===== src/rtl/uart_cmd_pkg.sv =====
// Shared definitions for the UART command controller: opcodes, operand
// register addresses and the one-hot parser state encoding.
package uart_cmd_pkg;

    localparam logic [7:0] CMD_RF_WR   = 8'hAA;
    localparam logic [7:0] CMD_RF_RD   = 8'hBB;
    localparam logic [7:0] CMD_ALU_OP  = 8'hCC;
    localparam logic [7:0] CMD_ALU_NOP = 8'hDD;

    localparam int unsigned OPA_ADDR = 0;
    localparam int unsigned OPB_ADDR = 1;

    localparam int unsigned STATE_W = 12;

    typedef enum logic [STATE_W-1:0] {
        IDLE     = 12'b0000_0000_0001,
        WR_ADDR  = 12'b0000_0000_0010,
        WR_DATA  = 12'b0000_0000_0100,
        RD_ADDR  = 12'b0000_0000_1000,
        RD_WAIT  = 12'b0000_0001_0000,
        OP_A     = 12'b0000_0010_0000,
        OP_B     = 12'b0000_0100_0000,
        FUN      = 12'b0000_1000_0000,
        ALU_WAIT = 12'b0001_0000_0000,
        TX_RD    = 12'b0010_0000_0000,
        TX_LO    = 12'b0100_0000_0000,
        TX_HI    = 12'b1000_0000_0000
    } state_t;

endpackage


===== src/rtl/uart_cmd_tx_mux.sv =====
// Response byte selector: picks the byte for the current TX state and
// qualifies the FIFO write strobe with FIFO_FULL in the same cycle.
module uart_cmd_tx_mux
    import uart_cmd_pkg::*;
#(
    parameter int unsigned WIDTH = 8
) (
    input  state_t               state,
    input  logic [WIDTH-1:0]     rd_data,
    input  logic [2*WIDTH-1:0]   result,
    input  logic                 fifo_full,
    output logic [WIDTH-1:0]     tx_data_c,
    output logic                 tx_vld_c
);

    // Strobe must never coincide with FIFO_FULL, so it cannot be delayed a cycle.
    always_comb begin
        tx_data_c = '0;
        tx_vld_c  = 1'b0;
        case (state)
            TX_RD: begin
                tx_data_c = rd_data;
                tx_vld_c  = ~fifo_full;
            end
            TX_LO: begin
                tx_data_c = result[WIDTH-1:0];
                tx_vld_c  = ~fifo_full;
            end
            TX_HI: begin
                tx_data_c = result[2*WIDTH-1:WIDTH];
                tx_vld_c  = ~fifo_full;
            end
            default: begin
                tx_data_c = '0;
                tx_vld_c  = 1'b0;
            end
        endcase
    end

endmodule


===== src/rtl/uart_cmd_ctrl.sv =====
// UART command controller: parses received byte frames into register-file
// and ALU operations and queues the response bytes into the TX FIFO.
module uart_cmd_ctrl
    import uart_cmd_pkg::*;
#(
    parameter int unsigned WIDTH     = 8,
    parameter int unsigned ADDR_W    = 4,
    parameter int unsigned ALU_FUN_W = 4
) (
    input  logic                  CLK,
    input  logic                  RST,
    input  logic [WIDTH-1:0]      RX_P_DATA,
    input  logic                  RX_D_VLD,
    input  logic                  PAR_ERR,
    input  logic                  STP_ERR,
    output logic                  RF_WrEn,
    output logic                  RF_RdEn,
    output logic [ADDR_W-1:0]     RF_Address,
    output logic [WIDTH-1:0]      RF_WrData,
    input  logic [WIDTH-1:0]      RF_RdData,
    input  logic                  RF_RdData_VLD,
    output logic                  ALU_EN,
    output logic [ALU_FUN_W-1:0]  ALU_FUN,
    output logic                  CLK_EN,
    input  logic [2*WIDTH-1:0]    ALU_OUT,
    input  logic                  ALU_OUT_VLD,
    output logic [WIDTH-1:0]      TX_P_DATA,
    output logic                  TX_D_VLD,
    input  logic                  FIFO_FULL
);

    state_t               state, state_d;
    logic [ADDR_W-1:0]    addr_q, addr_d;
    logic [WIDTH-1:0]     rd_data_q, rd_data_d;
    logic [2*WIDTH-1:0]   result_q, result_d;
    logic                 wr_en_d, rd_en_d, alu_en_d, clk_en_d;
    logic [ADDR_W-1:0]    address_d;
    logic [WIDTH-1:0]     wr_data_d;
    logic [ALU_FUN_W-1:0] alu_fun_d;
    logic                 byte_ok_c, byte_err_c;

    assign byte_ok_c  = RX_D_VLD & ~PAR_ERR & ~STP_ERR;
    assign byte_err_c = RX_D_VLD & (PAR_ERR | STP_ERR);

    always_ff @(posedge CLK or negedge RST) begin
        if (!RST) begin
            state      <= IDLE;
            addr_q     <= '0;
            rd_data_q  <= '0;
            result_q   <= '0;
            RF_WrEn    <= 1'b0;
            RF_RdEn    <= 1'b0;
            RF_Address <= '0;
            RF_WrData  <= '0;
            ALU_EN     <= 1'b0;
            ALU_FUN    <= '0;
            CLK_EN     <= 1'b0;
        end else begin
            state      <= state_d;
            addr_q     <= addr_d;
            rd_data_q  <= rd_data_d;
            result_q   <= result_d;
            RF_WrEn    <= wr_en_d;
            RF_RdEn    <= rd_en_d;
            RF_Address <= address_d;
            RF_WrData  <= wr_data_d;
            ALU_EN     <= alu_en_d;
            ALU_FUN    <= alu_fun_d;
            CLK_EN     <= clk_en_d;
        end
    end

    // Next-state and registered-output decode; strobes are computed one cycle early.
    always_comb begin
        state_d   = state;
        addr_d    = addr_q;
        rd_data_d = rd_data_q;
        result_d  = result_q;
        wr_en_d   = 1'b0;
        rd_en_d   = 1'b0;
        address_d = RF_Address;
        wr_data_d = RF_WrData;
        alu_fun_d = ALU_FUN;

        case (state)
            IDLE: begin
                if (byte_ok_c) begin
                    if (RX_P_DATA == WIDTH'(CMD_RF_WR))        state_d = WR_ADDR;
                    else if (RX_P_DATA == WIDTH'(CMD_RF_RD))   state_d = RD_ADDR;
                    else if (RX_P_DATA == WIDTH'(CMD_ALU_OP))  state_d = OP_A;
                    else if (RX_P_DATA == WIDTH'(CMD_ALU_NOP)) state_d = FUN;
                    else                                       state_d = IDLE;
                end
            end
            WR_ADDR: begin
                if (byte_ok_c) begin
                    addr_d  = RX_P_DATA[ADDR_W-1:0];
                    state_d = WR_DATA;
                end
            end
            WR_DATA: begin
                if (byte_ok_c) begin
                    wr_en_d   = 1'b1;
                    address_d = addr_q;
                    wr_data_d = RX_P_DATA;
                    state_d   = IDLE;
                end
            end
            RD_ADDR: begin
                if (byte_ok_c) begin
                    rd_en_d   = 1'b1;
                    address_d = RX_P_DATA[ADDR_W-1:0];
                    state_d   = RD_WAIT;
                end
            end
            RD_WAIT: begin
                if (RF_RdData_VLD) begin
                    rd_data_d = RF_RdData;
                    state_d   = TX_RD;
                end
            end
            OP_A: begin
                if (byte_ok_c) begin
                    wr_en_d   = 1'b1;
                    address_d = ADDR_W'(OPA_ADDR);
                    wr_data_d = RX_P_DATA;
                    state_d   = OP_B;
                end
            end
            OP_B: begin
                if (byte_ok_c) begin
                    wr_en_d   = 1'b1;
                    address_d = ADDR_W'(OPB_ADDR);
                    wr_data_d = RX_P_DATA;
                    state_d   = FUN;
                end
            end
            FUN: begin
                if (byte_ok_c) begin
                    alu_fun_d = RX_P_DATA[ALU_FUN_W-1:0];
                    state_d   = ALU_WAIT;
                end
            end
            ALU_WAIT: begin
                if (ALU_OUT_VLD) begin
                    result_d = ALU_OUT;
                    state_d  = TX_LO;
                end
            end
            TX_RD:   if (TX_D_VLD) state_d = IDLE;
            TX_LO:   if (TX_D_VLD) state_d = TX_HI;
            TX_HI:   if (TX_D_VLD) state_d = IDLE;
            default: state_d = IDLE;
        endcase

        // A corrupted frame abandons any partially parsed command.
        if (byte_err_c && (state inside {WR_ADDR, WR_DATA, RD_ADDR, OP_A, OP_B, FUN})) begin
            state_d = IDLE;
        end

        alu_en_d = (state_d == ALU_WAIT);
        clk_en_d = (state_d inside {ALU_WAIT, TX_LO, TX_HI});
    end

    uart_cmd_tx_mux #(
        .WIDTH (WIDTH)
    ) u_tx_mux (
        .state     (state),
        .rd_data   (rd_data_q),
        .result    (result_q),
        .fifo_full (FIFO_FULL),
        .tx_data_c (TX_P_DATA),
        .tx_vld_c  (TX_D_VLD)
    );

endmodule


===== config.mk =====
export PLATFORM = sky130hd
export DESIGN_NAME = uart_cmd_ctrl
export DESIGN_NICKNAME = d
export VERILOG_FILES = /design/src/rtl/uart_cmd_pkg.sv /design/src/rtl/uart_cmd_tx_mux.sv /design/src/rtl/uart_cmd_ctrl.sv
export SDC_FILE = /design/constraint.sdc
export NUM_CORES = 1
export LEC_CHECK = 0
export ABC_AREA = 0
export BUFFER_PORTS_ARGS = -buffer_cell sky130_fd_sc_hd__buf_2
export CORE_MARGIN = 4
export CORE_UTILIZATION = 54
export DETAILED_ROUTE_END_ITERATION = 16
export PLACE_DENSITY = 0.8
export SLEW_MARGIN = 40
export SYNTH_ARGS = -nofsm -noshare
export SYNTH_HDL_FRONTEND = slang
export SYNTH_SLANG_ARGS = --single-unit

===== constraint.sdc =====
create_clock -name CLK -period 2.5 [get_ports CLK]
set_input_delay 0.375 -clock CLK [delete_from_list [all_inputs] [get_ports CLK]]
set_output_delay 0.375 -clock CLK [all_outputs]
set_load 0.02 [all_outputs]

==> impl_metrics.py, run 1 <==
metrics = {
    "status": {
        "outcome": "finished, final reports clean",
    },
    "routing": {
        "wl_um": 8440,
        "drc_errors": 0,
        "firstDrtPassIters": 9,
        "drtIter0Drc": 300,
        "vias": 2777,
        "vias_per_cell": 6.13,
        "detail-route-antenna-nets": 0,
        "avgRoutedWirePerCell_um": 18.6,
    },
    "cells_and_area": {
        "final_cell_area_um2": 3950,
        "antenna_cells": 0,
        "drive_above_1_share_pct": 44.6,
        "areaGrowthSynthToFinish_pct": 27.1,
        "fin_nets": 416,
        "layout_common_cells": "dfrtp_1, buf_2, mux2_2, buf_4, nor2_1",
        "finalNonFillerCells": 453,
    },
    "synthesis": {
        "synthDistinctLibCells": 56,
        "synth.largest_area_cell": "dfrtp_1",
        "synth-xor-area-share_pct": 1.98,
        "synth-seq-cells": 60,
        "syn_avg_cell_area_um2": 10.9,
        "yosys.area_share.simple_pct": 17.9,
        "synth.area.mux_share_pct": 14.9,
        "synthesis.area_um2": 3100,
        "synth_area_leaders": "dfrtp_1, mux2_2, nor2_1",
        "ys_warn_count": 0,
        "synthArstFlopShare_pct": 100,
        "synth_top_area_share_pct": 47.6,
        "synth_edf_count": 0,
        "synth_compound_area_share_pct": 13.0,
        "ys_seq_area_share_pct": 48.4,
        "syn_nets": 324,
        "ys.flop_type": "dfrtp_1",
        "synth_top_family_by_area": "simple AND/OR/NAND/NOR gates",
        "synth_fa_ha_area_share_pct": 0,
        "synth_cells": 284,
    },
    "sta": {
        "slew_headroom_pct": 58.5,
        "hold_viol": 0,
        "worst_pin_slew_ns": 0.617,
        "maxSlewViolCount": 0,
        "fin_worst_skew_ns": 0.00985,
        "fmax_mhz": 406,
        "rsz0062_at_grt": "true",
        "finalSetupViolations": 0,
        "final.min_clock_period_ns": 2.46,
        "period_share_pct": 98.5,
    },
    "power_and_ir_drop": {
        "p_seq_share_pct": 43.0,
        "p_leak_nw": 2.07,
        "ir_drop_uv": 422,
        "p_sw_share_pct": 29.2,
        "pwr-share-comb_pct": 19.2,
        "power.density_nw_per_um2": 585,
        "p_sw_w": 0.000674,
        "p_clk_share_pct": 37.8,
        "p_int_w": 0.00164,
    },
    "floorplan": {
        "die-area_um2": 7030,
        "core_area_um2": 5540,
        "io_pins": 69,
        "start_util_pct": 56.0,
        "placementRows": 27,
        "fp.dieW_um": 83.8,
        "die_h_um": 83.8,
    },
    "setup_path": {
        "end_kind": "output pin",
        "worst-setup-path-type": "reg2out",
        "slowest_delay_ns": 0.55,
        "cp-start-kind": "flop",
        "critPathArrivalTime_ns": 2.09,
        "cp_max_fo": 8,
        "required_ns": 2.12,
        "path_cells": "or4_4 -> nor3_4 -> and4_4 -> a222oi_1 -> inv_1 -> buf_6",
        "crit_path_top_delay_cell": "or4_4",
    },
    "place": {
        "portBuffers": 68,
        "gp_congestion": 0.892,
        "hpwl_um": 5840,
        "post-place-cells": 435,
        "place_area_um2": 3660,
    },
    "global_routing": {
        "antenna_found_initial": 0,
        "grt_pass1_wl_um": 14000,
        "grt_max_degree": 24,
        "grt_pass1_vias": 2877,
        "grt.overflow.total": 0,
        "grtUsageTotal_pct": 25.0,
    },
    "cts": {
        "htreeDepth": 3,
        "cts.sinks": 60,
        "clock_latency_ns": 0.34,
        "cts_root_buf": "clkbuf_8",
        "cts_buffers": 9,
        "clkTransAtPathRegs_ns": 0.08,
        "cts_tree": "built",
        "clockBufferDepth": 2,
    },
    "run": {
        "maxCapViolCount": 0,
    },
    "hold_path": {
        "hold_class": "in2async",
    },
}
state kept, by name, summed over array words and instances (netlist names):
signal      cells
CLK_EN          1
result_q       16
addr_q          4
ALU_EN          1
state          12
rd_data_q       8
RF_RdEn         1
RF_Address      4
ALU_FUN         4
RF_WrEn         1
RF_WrData       8
synthesized netlist by cell type (2+ instances only):
cell	count
and2_1	2
nor4b_1	2
or4_1	4
buf_2	6
a41o_1	3
a32oi_1	4
nor2_1	23
nand3b_1	2
dfrtp_1	59
o21ai_0	6
nand3_1	5
xor2_1	6
o211ai_1	2
a21oi_1	10
nor3_1	5
nand2b_1	2
a22oi_1	4
clkbuf_1	7
nand4_1	7
nand2_1	19
a222oi_1	8
nor4_1	6
inv_1	13
mux2_2	41
and4_1	3
nor4_2	5
cell families after synthesis:
kind of cell,Yosys count
AO/OA/AOI/OAI,52
XOR/XNOR,7
buffers and inverters,28
flip-flops,60
multiplexers,41
AND/OR/NAND/NOR,96
critical path, delay by kind of cell (launching register included):
kind / cells / cell delay [ns]
AO/OA/AOI/OAI: 1 / 0.09
buffers and inverters: 2 / 0.24
flip-flops: 1 / 0.39
AND/OR/NAND/NOR: 3 / 1.04
per-stage QoR:
stage	hold slack (ns)	total power, W	util [%]	TNS (ns)	setup slack [ns]
floorplan	0.0794	0.00124	-	0	0.110
global placement	0.379	0.00138	66.0	0	0.286
detailed placement	0.389	0.00139	66.0	0	0.226
CTS	0.0219	0.00228	70.2	0	0.00973
global route	0.0322	0.00241	71.2	-0.0636	-0.0426
finish	0.0238	0.00231	71.2	0	0.0373
worst paths after layout:
check                           slack [ns]  cells past startpoint             to        from
worst max-delay path                  0.04                      6   TX_P_DATA[0]    state[3]
worst min-delay path                  0.02                      1   RF_WrData[0]         RST
worst max register to register        0.19                      5  RF_Address[2]    state[8]
worst min register to register        0.51                      1     ALU_FUN[0]  ALU_FUN[0]
max in group asynchronous             1.73                      2       state[0]         RST
min in group CLK                      0.27                      2    result_q[8]  ALU_OUT[8]
routing by layer:
layer,vias to the layer above,track usage [%],wire [um]
met3,18,7.31,647
met1,1367,31.8,3480
li1,1255,-,-
met2,137,40.3,4170
met4,0,9.50,147
met5,-,0,0
area by class of cell:
type,count,area (um^2)
fill,424,1600
multi-input combinational,196,1520
sequential,60,1500
timing repair buffer,96,588
clock buffer,10,128
tap,72,90.1
clock inverter,6,65.1
inverter,13,48.8
power groups by stage:
stage	clock network [W]	registers, W	logic [W]
floorplan	0	0.00101	0.000232
global route	0.000940	0.000992	0.000476
CTS	0.000881	0.000989	0.000413
finish	0.000873	0.000993	0.000444
global placement	0	0.00101	0.000374
detailed placement	0	0.00101	0.000384
repair_timing:
item | CTS | global route
pin swaps | 3 | 9
hold buffers | 0 | 0
gates resized for setup | 7 | 15
cloned | 0 | 0
setup buffers | 1 | 1
setup endpoints to repair | 8 | 9
Power figures use the tool's default switching activity.
==> run 2, diff against run 1 <==
RECOVER_POWER = 25   (was default)
==> run 2 against run 1 <==
  * Worst setup slack lost 0.0035 ns
  * Total power is essentially flat
  * Highest routed layer unchanged
  * Cell count is the same
  * Sequential share of layout area is essentially flat
  * Clock power is essentially flat
  * Register-to-register slack is essentially flat
  * Clock-buffer cell count is the same
  * Die area is the same
  * Combinational power is essentially flat
  * First-iteration DRC count shrank 17%
  * Global-route usage is the same
==> impl_metrics.py, run 2 (synthesis results as in run 1) <==
metrics = {
    "status": {
        "outcome": "finished, final reports clean",
    },
    "setup_path": {
        "required_ns": 2.12,
        "r2r_slack_ns": 0.20,
        "r2r-end": "RF_Address[2]",
        "worst-setup-path-type": "reg2out",
        "reg2reg_from": "state[8]",
        "crit_path_top_delay_cell": "or4_4",
        "slowest_delay_ns": 0.55,
        "critPathArrivalTime_ns": 2.09,
        "path_cells": "or4_4 -> nor3_4 -> and4_4 -> a222oi_1 -> inv_1 -> buf_6",
        "worst_r2r_path_depth": 5,
        "cp-start-kind": "flop",
        "cp_max_fo": 8,
        "end_kind": "output pin",
    },
    "routing": {
        "avgRoutedWirePerCell_um": 18.6,
        "vias_per_cell": 6.09,
        "firstDrtPassIters": 7,
        "drtIter0Drc": 250,
        "wl_um": 8440,
        "detail-route-antenna-nets": 0,
        "drc_errors": 0,
        "vias": 2760,
    },
    "cells_and_area": {
        "areaGrowthSynthToFinish_pct": 26.9,
        "antenna_cells": 0,
        "final_cell_area_um2": 3940,
        "seqCellArea_um2": 1500,
        "fin_nets": 416,
        "finalNonFillerCells": 453,
        "layout_common_cells": "dfrtp_1, buf_2, mux2_2, buf_4, nor2_1",
        "finish.utilization_pct": 71.1,
        "largest_reg_flops": 16,
        "drive_above_1_share_pct": 44.1,
        "regMostFlops": "result_q",
        "largest_registers": "result_q (16), state (12)",
        "multi_input_area_um2": 1520,
        "fill_cells": 424,
        "final_common_cell": "dfrtp_1",
    },
    "sta": {
        "setup_slack_ns": 0.0338,
        "worst_pin_slew_ns": 1.31,
        "fin_worst_skew_ns": 0.0111,
        "fmax_mhz": 405,
        "slew_headroom_pct": 13.0,
        "finalSetupViolations": 0,
        "maxSlewViolCount": 0,
        "rsz0062_at_grt": "true",
        "hold_viol": 0,
        "final.min_clock_period_ns": 2.47,
        "period_share_pct": 98.6,
    },
    "place": {
        "portBuffers": 68,
        "gp_congestion": 0.892,
        "place_area_um2": 3660,
        "post-place-cells": 435,
        "pre_cts_slack_ns": 0.226,
        "hpwl_um": 5840,
    },
    "global_routing": {
        "grt_max_degree": 24,
        "grtUsageTotal_pct": 25.0,
        "grt_pass1_wl_um": 14000,
        "antenna_found_initial": 0,
        "grt.overflow.total": 0,
        "grt_pass1_vias": 2877,
    },
    "cts": {
        "cts_tree": "built",
        "cts_root_buf": "clkbuf_8",
        "clockBufferDepth": 2,
        "cts_buffers": 9,
        "clock_latency_ns": 0.34,
        "clkTransAtPathRegs_ns": 0.08,
        "holdBufCountCts": 0,
        "cts.sinks": 60,
        "htreeDepth": 3,
    },
    "floorplan": {
        "die-area_um2": 7030,
        "die_h_um": 83.8,
        "core_area_um2": 5540,
        "io_pins": 69,
        "start_util_pct": 56.0,
        "fp.dieW_um": 83.8,
        "placementRows": 27,
    },
    "power_and_ir_drop": {
        "ir_drop_uv": 420,
        "p_leak_nw": 2.06,
        "power.density_nw_per_um2": 586,
    },
    "hold_path": {
        "hp-start": "ALU_OUT[8]",
        "min_to": "result_q[8]",
        "min_path_cells": 2,
        "hold_class": "in2reg",
    },
    "run": {
        "maxCapViolCount": 0,
    },
}
[run 2: changes by cell type in the layout (fill, tap and decap cells not counted), sizes merged]
cell,before,now
buf,96,94
clkbuf,10,12
[run 2: metrics by stage]
stage / setup TNS, ns / power (W) / hold slack [ns]
floorplan: 0 / 0.00124 / 0.0794
global placement: 0 / 0.00138 / 0.379
detailed placement: 0 / 0.00139 / 0.389
CTS: 0 / 0.00228 / 0.0219
global route: -0.0636 / 0.00241 / 0.245
finish: 0 / 0.00231 / 0.269
[run 2: how the worst max path moves through the flow]
stage | startpoint | endpoint | cells after the start | slack, ns
3_5_place_dp | state[8] | RF_Address[2] | 5 | 0.23
5_1_grt | state[0] | TX_P_DATA[0] | 6 | -0.04
3_3_place_gp | state[8] | CLK_EN | 6 | 0.29
2_1_floorplan | state[4] | TX_P_DATA[0] | 7 | 0.11
6_report | state[3] | TX_P_DATA[0] | 6 | 0.03
4_1_cts | state[5] | TX_P_DATA[3] | 8 | 0.01
[run 2: area by class of cell]
type / instances / share of cell area, %
multi-input combinational: 196 / 38.6
timing repair buffer: 96 / 14.8
clock buffer: 10 / 3.24
sequential: 60 / 38.1
inverter: 13 / 1.24
tap: 72 / 2.29
clock inverter: 6 / 1.65
[run 2: layer usage]
metal | up-vias | share of wire (%) | track usage (%)
met4 | 0 | 1.6 | 9.50
met3 | 17 | 8.0 | 7.31
met5 | - | 0 | 0
met1 | 1354 | 41 | 31.8
met2 | 135 | 49 | 40.3
li1 | 1254 | - | -
[run 2: critical path: cells and delay by family, from the launching register on]
kind,cells,cell delay (ns)
simple gates,3,1.04
flops,1,0.39
buf+inv,2,0.24
compound gates,1,0.09
[run 2: repair_timing]
item                       4_1_cts  5_1_grt
gates resized for setup          7       15
buffers inserted                 1        1
gates cloned                     0        0
setup endpoints to repair        8        9
pin swaps                        3        9
[run 2: power breakdown]
group | internal (W) | total (W) | switching, W | leakage [nW]
Combinational | 0.000189 | 0.000444 | 0.000254 | 1.13
Clock | 0.000461 | 0.000873 | 0.000412 | 0.0962
Sequential | 0.000985 | 0.000992 | 0.00000713 | 0.835
